`config.mk`:
```
export PLATFORM = sky130hd
export DESIGN_NAME = gamepad_event_queue_flat
export DESIGN_NICKNAME = d
export VERILOG_FILES = /design/src/rtl/gamepad_event_queue_if.sv /design/src/rtl/gamepad_event_queue.sv /design/src/flat_wrapper.sv
export SDC_FILE = /design/constraint.sdc
export NUM_CORES = 1
export LEC_CHECK = 0
export CORE_UTILIZATION = 35
export CTS_BUF_LIST = sky130_fd_sc_hd__clkbuf_16
export CTS_CLUSTER_SIZE = 14
export DETAILED_ROUTE_END_ITERATION = 16
export HOLD_SLACK_MARGIN = 0.06
export SKIP_LAST_GASP = 1
export SYNTH_ARGS = -nofsm -noshare
export SYNTH_HDL_FRONTEND = slang
export SYNTH_SLANG_ARGS = --single-unit
```
`constraint.sdc`:
```
create_clock -name clk -period 5.1 [get_ports clk]
set_input_delay 0.765 -clock clk [delete_from_list [all_inputs] [get_ports clk]]
set_output_delay 0.765 -clock clk [all_outputs]
set_load 0.02 [all_outputs]
```
`src/rtl/gamepad_event_queue_if.sv`:
```
// CPU read bus for the gamepad event queue. The CPU side is the master.
interface gamepad_event_queue_if;
    logic        addr_match;
    logic        read_stb;
    logic [1:0]  reg_sel;
    logic [31:0] data_out;
    logic        irq;

    modport master (output addr_match, read_stb, reg_sel, input data_out, irq);
    modport slave  (input addr_match, read_stb, reg_sel, output data_out, irq);
endinterface

```
`src/rtl/gamepad_event_queue.sv`:
```
// Turns gamepad button transitions into timestamped press/release events.
// Events are queued in a FIFO that the CPU drains through memory-mapped reads.
module gamepad_event_queue #(
    parameter int          DEPTH       = 16,
    parameter int          TICK_DIV    = 1000,
    parameter logic [31:0] BUTTON_MASK = 32'h3FFF_3FFF
) (
    input  logic                  clk,
    input  logic                  reset_n,
    input  logic [31:0]           pad_state,
    gamepad_event_queue_if.slave  bus
);

    localparam int AW = (DEPTH > 1) ? $clog2(DEPTH) : 1;
    localparam int CW = AW + 1;
    localparam int PW = (TICK_DIV > 1) ? $clog2(TICK_DIV) : 1;

    logic [31:0]   pad_q;
    logic [31:0]   reported;
    logic [31:0]   diff;
    logic [31:0]   mem [DEPTH];
    logic [AW-1:0] wr_ptr;
    logic [AW-1:0] rd_ptr;
    logic [CW-1:0] count;
    logic [8:0]    count_ext;
    logic          overflow;
    logic [15:0]   ts;
    logic [PW-1:0] presc;

    logic [4:0]    sel_idx;
    logic          rd_qual;
    logic          pop;
    logic          push;
    logic          push_ok;
    logic          full;
    logic          empty;
    logic [31:0]   new_event;
    logic [31:0]   rd_data;

    assign diff      = pad_q ^ reported;
    assign full      = (count == CW'(DEPTH));
    assign empty     = (count == '0);
    assign count_ext = 9'(count);
    assign rd_qual   = bus.addr_match && bus.read_stb;
    assign pop       = rd_qual && (bus.reg_sel == 2'd0) && !empty;
    assign push_ok   = !full || pop;
    assign push      = (diff != 32'h0) && push_ok;
    assign bus.irq   = !empty;

    // Scan from the top down so the last hit wins: lowest changed bit first.
    always_comb begin
        sel_idx = 5'd0;
        for (int i = 31; i >= 0; i--) begin
            if (diff[i]) begin
                sel_idx = 5'(i);
            end
        end
    end

    assign new_event = {1'b1, pad_q[sel_idx], 1'b0, sel_idx, 8'h00, ts};

    always_comb begin
        rd_data = 32'h0;
        case (bus.reg_sel)
            2'd0: rd_data = empty ? 32'h0 : mem[rd_ptr];
            2'd1: rd_data = {overflow, empty, full, 20'h0, count_ext};
            2'd2: rd_data = reported;
            2'd3: rd_data = {16'h0, ts};
            default: rd_data = 32'h0;
        endcase
    end

    always_ff @(posedge clk) begin
        if (push) begin
            mem[wr_ptr] <= new_event;
        end
    end

    always_ff @(posedge clk) begin
        if (!reset_n) begin
            pad_q        <= 32'h0;
            reported     <= 32'h0;
            wr_ptr       <= '0;
            rd_ptr       <= '0;
            count        <= '0;
            overflow     <= 1'b0;
            ts           <= 16'h0;
            presc        <= '0;
            bus.data_out <= 32'h0;
        end else begin
            pad_q <= pad_state & BUTTON_MASK;

            if (presc == PW'(TICK_DIV - 1)) begin
                presc <= '0;
                ts    <= ts + 16'd1;
            end else begin
                presc <= presc + PW'(1);
            end

            if (push) begin
                wr_ptr            <= wr_ptr + AW'(1);
                reported[sel_idx] <= pad_q[sel_idx];
            end
            if (pop) begin
                rd_ptr <= rd_ptr + AW'(1);
            end

            case ({push, pop})
                2'b10:   count <= count + CW'(1);
                2'b01:   count <= count - CW'(1);
                default: count <= count;
            endcase

            // A stall in the same cycle as a STATUS read keeps the flag set.
            if ((diff != 32'h0) && !push_ok) begin
                overflow <= 1'b1;
            end else if (rd_qual && (bus.reg_sel == 2'd1)) begin
                overflow <= 1'b0;
            end

            bus.data_out <= rd_qual ? rd_data : 32'h0;
        end
    end

endmodule

```
`src/flat_wrapper.sv`:
```
// flat-port wrapper written by rule: the top's interface ports become plain ports
module gamepad_event_queue_flat 
#(
    parameter int          DEPTH       = 16,
    parameter int          TICK_DIV    = 1000,
    parameter logic [31:0] BUTTON_MASK = 32'h3FFF_3FFF
)
  (clk, reset_n, pad_state, bus_addr_match, bus_read_stb, bus_reg_sel, bus_data_out, bus_irq);
  gamepad_event_queue_if bus_i ();
  input  logic clk;
  input  logic reset_n;
  input  logic [31:0] pad_state;
  input wire logic [$bits(bus_i.addr_match)-1:0] bus_addr_match;
  input wire logic [$bits(bus_i.read_stb)-1:0] bus_read_stb;
  input wire logic [$bits(bus_i.reg_sel)-1:0] bus_reg_sel;
  output wire logic [$bits(bus_i.data_out)-1:0] bus_data_out;
  output wire logic [$bits(bus_i.irq)-1:0] bus_irq;
  assign bus_i.addr_match = bus_addr_match;
  assign bus_i.read_stb = bus_read_stb;
  assign bus_i.reg_sel = bus_reg_sel;
  assign bus_data_out = bus_i.data_out;
  assign bus_irq = bus_i.irq;
  gamepad_event_queue #(.DEPTH(DEPTH), .TICK_DIV(TICK_DIV), .BUTTON_MASK(BUTTON_MASK)) u_core (.clk(clk), .reset_n(reset_n), .pad_state(pad_state), .bus(bus_i));
endmodule
```
==> metrics.txt, run 1 <==
status complete, no violations; most numerous cell in the Yosys netlist edfxtp_1; core footprint 55400 um2; residual DRC count 0; final critical-path required period 4.27 ns; vias in the first global route 11500; Area Growth Syn to Fin 17.2%; Synth cell types 68; Max clock buf depth 3; sequential area share after synthesis 67.2%; Max Fanout on Critical Path 24; total CTS buffers 50; R2R Setup Slk 0.83 ns; Sum Neg Setup Slack 0 ns; delay-heaviest family, CP compound AO/OA/AOI/OAI gates; crit path from u_core.reported[21]; CP Launch Type flip-flop; Flop pwr share 47.7%; die height 240 um; Pleak 0.00767 uW; worst skew pair latency 0.61 ns; Starting Density 35.7%; Final ANT Viol Nets 0; Net Switching 2620 uW; number of synthesized flops with an enable pin 352; maximum vdd drop 0.256 mV; GRT met3 Usage 3.09%; Storage cell area 13300 um2; Yosys top cell area share 53.4%; dpl cell area 21500 um2; Worst Setup Slack, final 0.834 ns; max-cap viol count 0; Final Max Tran Viols 0; Syn Inst Count 1279; met1 GRT Util 24.9%; GRT Max-Usage Layer met2; largest area contributor in the netlist edfxtp_1; Comb power frac 14.9%; IO Pins 71; Mapped Avg Cell Area 15.5 um2; Final Cell Area 23200 um2; All-Layer GR Usage 17.6%; Final #Nets 1426; DRT Pass-1 Iters 5; postcts setup bufs 0; full die area 57500 um2; first-pass GRT wire length 74.0 mm; Mapped Nets 1329; Multi-input gate area 6250 um2; dominant cells by area after synthesis edfxtp_1 53%, dfxtp_1 14%, mux4_2 10%; Congestion Overflow GR 0; CTS tree built; root cell of the clock tree clkbuf_16; largest net degree at the start of global routing 51; Worst Hold Class flip-flop to flip-flop; Cell Area, Synth 19800 um2; Die W 240 um; kind of critical path flip-flop to flip-flop; H-tree levels 2; final hold vios 0; CP endpoint u_core.mem[11][21]; Rel. slew slack 19.2%; worst slew pin tran 1.21 ns; worst r2r dst u_core.mem[11][21]; cts hold-fix bufs 0; ant diodes 0; Synth top cells by count 352 x edfxtp_1, 136 x dfxtp_1, 88 x mux4_2; Fillers 5022; Worst R2R Path Depth 11; final setup violation count 0; Ys Warns 0; pre-CTS WS 0.968 ns; share of cells above drive strength 1 17.9%; CP Buf/Inv Count 2; asr flop ratio synth 0%; Via Count 11400; final setup skew 0.0155 ns; critical path's largest stage delay 0.63 ns; Via density 5.27; Hold Path Origin u_core.presc[0]; fin crit share 83.6%; antenna violations before repair 1; post-cts sizing count 0; Int Pwr 7130 uW; Switching Share 26.9%; Max Clock Freq 234 MHz; Synth Flop Type edfxtp_1; Levels on crit path 11; data required time of the worst path 5.26 ns; Pwr Density 421 nW/um2; TritonCTS Sinks 488; flops & latches, synth 488; PortBufs 66; num rows 86; Slowest-stage cell, CP a2111oi_0; RSZ-0062 raised after global routing false; DRT iter0 DRCs 975; Global Route met2 Usage 27.4%; Worst Path Arrival 4.42 ns; DPL Wire Length 31.1 mm; Reg clk slew, reported paths 0.06 ns; GPL Wtd Cong 0.908; Routed WL 49.7 mm; Reg2Reg Launch Point u_core.reported[21]; crit path capture type flip-flop; crit-path cells xnor2_1 > o21ai_0 > a2111oi_0 > a211oi_1 > nor2_1 > buf_4 > inv_2 > a221o_1 > a32oi_2 > or2_1 > nand3_1; Clk network pwr share 37.5%; drt wl/cell 22.9 um
sequential cells by signal, summed over array words and instances, names as in the netlist, named ones only:
| register | cells |
|---|---|
| u_core.overflow | 1 |
| u_core.bus.data_out | 32 |
| u_core.presc | 10 |
| u_core.ts | 16 |
| u_core.reported | 32 |
| u_core.rd_ptr | 4 |
| u_core.mem | 352 |
| u_core.pad_q | 28 |
| u_core.wr_ptr | 4 |
| u_core.count | 5 |
layout make-up:
type                            count  share of cell area, %
Sequential cell                   488                   57.4
Multi-Input combinational cell    717                   26.9
Clock inverter                     42                   1.55
Inverter                           15                  0.243
Timing Repair Buffer              104                   4.33
Tap cell                          748                   4.04
Clock buffer                       51                   5.51
worst min path at each step:
stage	endpoint	cells past startpoint
2_1_floorplan	u_core.presc[0]	1
3_3_place_gp	u_core.presc[0]	1
3_5_place_dp	u_core.presc[0]	1
4_1_cts	u_core.presc[0]	1
5_1_grt	u_core.presc[0]	1
6_report	u_core.presc[0]	1
power by group through the flow:
| stage | Sequential [uW] | Combinational (uW) | Clock (uW) |
|---|---|---|---|
| floorplan | 4690 | 933 | 0 |
| global placement | 4720 | 1400 | 0 |
| detailed placement | 4730 | 1430 | 0 |
| CTS | 4650 | 1430 | 3730 |
| global route | 4660 | 1560 | 3870 |
| finish | 4650 | 1450 | 3650 |
logic make-up after synthesis:
family | after synthesis | synth area share (%)
xor gates and xnor gates | 66 | 2.92
DFF | 488 | 67.2
buffers and inverters | 74 | 1.46
muxes | 142 | 12.9
AOI/OAI and AO/OA | 199 | 6.78
adders and majority gates | 12 | 0.797
and+or+nand+nor | 298 | 7.93
metrics by stage:
stage	instances	total power (uW)	utilization [%]	hold WS, ns
final	2165	9750	41.8	0.464
after global routing	2165	10100	41.8	0.502
after CTS	2165	9810	41.8	0.471
after detailed placement	2072	6160	38.9	0.458
after global placement	2072	6120	38.9	0.442
after floorplan	1279	5630	-	0.426
placed cells by master, fill, tap and decap left out, drive strengths merged, types with 12 or more instances in the layout:
master / count
o21ai: 43
a21boi: 21
nor2: 68
a22oi: 22
mux2i: 31
clkbuf: 51
and2: 74
buf: 39
clkdlybuf4s50: 65
a211oi: 21
mux4: 88
nand4: 12
xnor2: 43
xor2: 23
nand3: 25
inv: 33
edfxtp: 352
mux2: 23
nor2b: 27
clkinv: 17
nand2: 51
dfxtp: 136
a21oi: 47
per-layer routing:
metal | vias to the layer above | part of all wire (%)
met5 | - | 0.026
li1 | 5122 | -
met4 | 2 | 2.3
met1 | 5811 | 45
met3 | 78 | 6.3
met2 | 386 | 46
(Power assumes the default switching activity.)
==> run 2: changes to the inputs <==
Clock period 5.1 ns to 3.6 ns, I/O delays scaled along.
==> run 2 against run 1 <==
Effect of this change:
- critical endpoint is now u_core.count[4]
- via count rose by 0.89%
- core utilization increased by 0.27 points
- clock-buffer cell count fell by 1
- clock skew increased by 0.00098 ns
- non-clock buffer count grew 45
- first-iteration DRC count increased by 7.3%
- sequential cell count unchanged
- cell area rose by 0.65%
- worst setup slack got worse by 0.61 ns
- sequential share of layout area decreased by 0.37 points
==> metrics.txt, run 2 (same netlist as run 1, synthesis figures left out) <==
status complete, no violations; Pleak 0.00779 uW (+1.5%); final hold vios 0 (unchanged); Sum Neg Setup Slack 0 ns (unchanged); Total Power 13400 uW (+37%); die height 240 um (unchanged); Via density 5.22 (-0.85%); Layout Utilization 42.1% (+0.27 points); max reg flops 352 (unchanged); full die area 57500 um2 (unchanged); final setup violation count 0 (unchanged); Global Route met2 Usage 26.2% (-1.2 points); met1 GRT Util 24.1% (-0.86 points); most common cell after layout, fill and taps aside edfxtp_1; core footprint 55400 um2 (unchanged); Reg2Reg Launch Point u_core.reported[28]; Final Max Tran Viols 0 (unchanged); vias in the first global route 11500 (+0.16%); GRT met3 Usage 2.90% (-0.18 points); max-cap viol count 0 (unchanged); Routed WL 48.0 mm (-3.3%); cell mode on critical path inv_1; pre-CTS WS 0.168 ns (-0.800 ns); antenna violations before repair 0 (-1); Largest Register u_core.mem; crit path capture type flip-flop; hold worst-path end u_core.presc[0]; drt wl/cell 21.8 um (-5.0%); cts hold-fix bufs 0 (unchanged); postcts setup bufs 0 (unchanged); Worst Hold Class flip-flop to flip-flop; Congestion Overflow GR 0 (unchanged); worst slew pin tran 0.905 ns (-0.305 ns); IO Pins 71 (unchanged); GPL Wtd Cong 0.881 (-3.0%); residual DRC count 0 (unchanged); CP Launch Type flip-flop; biggest regs u_core.mem (352), u_core.bus.data_out (32), u_core.reported (32); H-tree levels 2 (unchanged); RSZ-0062 raised after global routing false; maximum vdd drop 0.409 mV (+60%); Worst R2R Path Depth 15 (+4); DRT iter0 DRCs 1046 (+7.3%); kind of critical path flip-flop to flip-flop; Rel. slew slack 39.7% (+20 points); Worst Setup Slack, final 0.226 ns (-0.608 ns); Starting Density 35.7% (unchanged); PortBufs 66 (unchanged); final critical-path required period 3.37 ns (-0.892 ns); fin crit share 93.7% (+10 points); data required time of the worst path 4.10 ns (-1.16 ns); DRT Pass-1 Iters 5 (unchanged); GRT Max-Usage Layer met2; critical path's largest stage delay 0.57 ns (-0.06 ns); TritonCTS Sinks 488 (unchanged); Reg clk slew, reported paths 0.06 ns (about the same); ant diodes 0 (unchanged); Worst Path Arrival 3.87 ns (-0.55 ns); Final #Nets 1468 (+2.9%); Die W 240 um (unchanged); Area Growth Syn to Fin 18.0%; num rows 86 (unchanged); Final ANT Viol Nets 0 (unchanged); share of cells above drive strength 1 19.8% (+1.9 points); worst skew pair latency 0.57 ns (-0.04 ns); Slowest-stage cell, CP or4_1; post-cts sizing count 0 (unchanged); largest net degree at the start of global routing 96 (+88%); commonest non-fill, non-tap cells in the layout 352 x edfxtp_1, 132 x dfxtp_1, 88 x mux4_2; Max clock buf depth 3 (unchanged); crit-path cells xor2_1 > or4_1 > nor4_4 > nand2_1 > o21a_1 > inv_1 > ha_1 > inv_1 > fa_1 > inv_1 > a21o_1 > a21oi_1 > xnor2_1 > or3_1 > a21boi_0; first-pass GRT wire length 71.5 mm (-3.4%); Max Fanout on Critical Path 4 (-83%); All-Layer GR Usage 16.8% (-0.75 points); crit path from u_core.reported[28]; final setup skew 0.0165 ns (+0.000981 ns); Hold Crit Depth 1 (unchanged); Fillers 4965 (-1.1%); total CTS buffers 47 (-6.0%); worst r2r dst u_core.count[4]; R2R Setup Slk 0.23 ns (-0.61 ns); Hold Path Origin u_core.presc[0]; Pwr Density 574 nW/um2 (+36%); CTS tree built; Max Clock Freq 296 MHz (+26%); Via Count 11500 (+0.89%); DPL Wire Length 30.9 mm (-0.60%); root cell of the clock tree clkbuf_16
[run 2: worst max-delay path by stage]
stage / end / slack (ns)
after floorplan: u_core.count[4] / 0.13
after global placement: u_core.count[4] / 0.16
after detailed placement: u_core.count[4] / 0.17
after CTS: u_core.count[4] / 0.12
after global routing: u_core.count[4] / 0.02
final: u_core.count[4] / 0.23
[run 2: power by group]
part           internal (uW)  switching (uW)  leakage, uW
registers               6450             118      0.00442
logic                    793            1430      0.00262
clock network           2560            2040     0.000752
[run 2: area by class of cell]
type                            instances  area (um2)  share of cell area [%]
Clock buffer                           50        1250                    5.36
Inverter                               15        56.3                   0.241
Timing Repair Buffer                  149        1330                    5.70
Sequential cell                       488       13300                    57.0
Tap cell                              748         936                    4.01
Clock inverter                         36         169                   0.724
Multi-Input combinational cell        717        6290                    26.9
[run 2: worst max-delay path, delay by kind of cell (launching register included)]
kind	cells	cell delay (ns)
AO/OA/AOI/OAI	4	0.48
AND/OR/NAND/NOR	4	1.29
adder cells (fa/ha/maj)	2	0.63
flip-flops	1	0.35
buffers and inverters	3	0.23
XOR/XNOR	2	0.32
[run 2: routing by layer]
metal  part of all wire (%)  wire [um]  up-vias
li1                       -          -     5191
met1                     46      22200     5896
met2                     46      22100      341
met3                    5.7       2720       73
met4                    2.0        983        0
met5                      0          0        -
[run 2: through the flow]
step	std cells	area, um2	hold slack, ns
2_1_floorplan	1279	19800	0.426
3_3_place_gp	2117	21900	0.438
3_5_place_dp	2117	21900	0.452
4_1_cts	2203	23300	0.466
5_1_grt	2203	23300	0.473
6_report	2203	23300	0.460
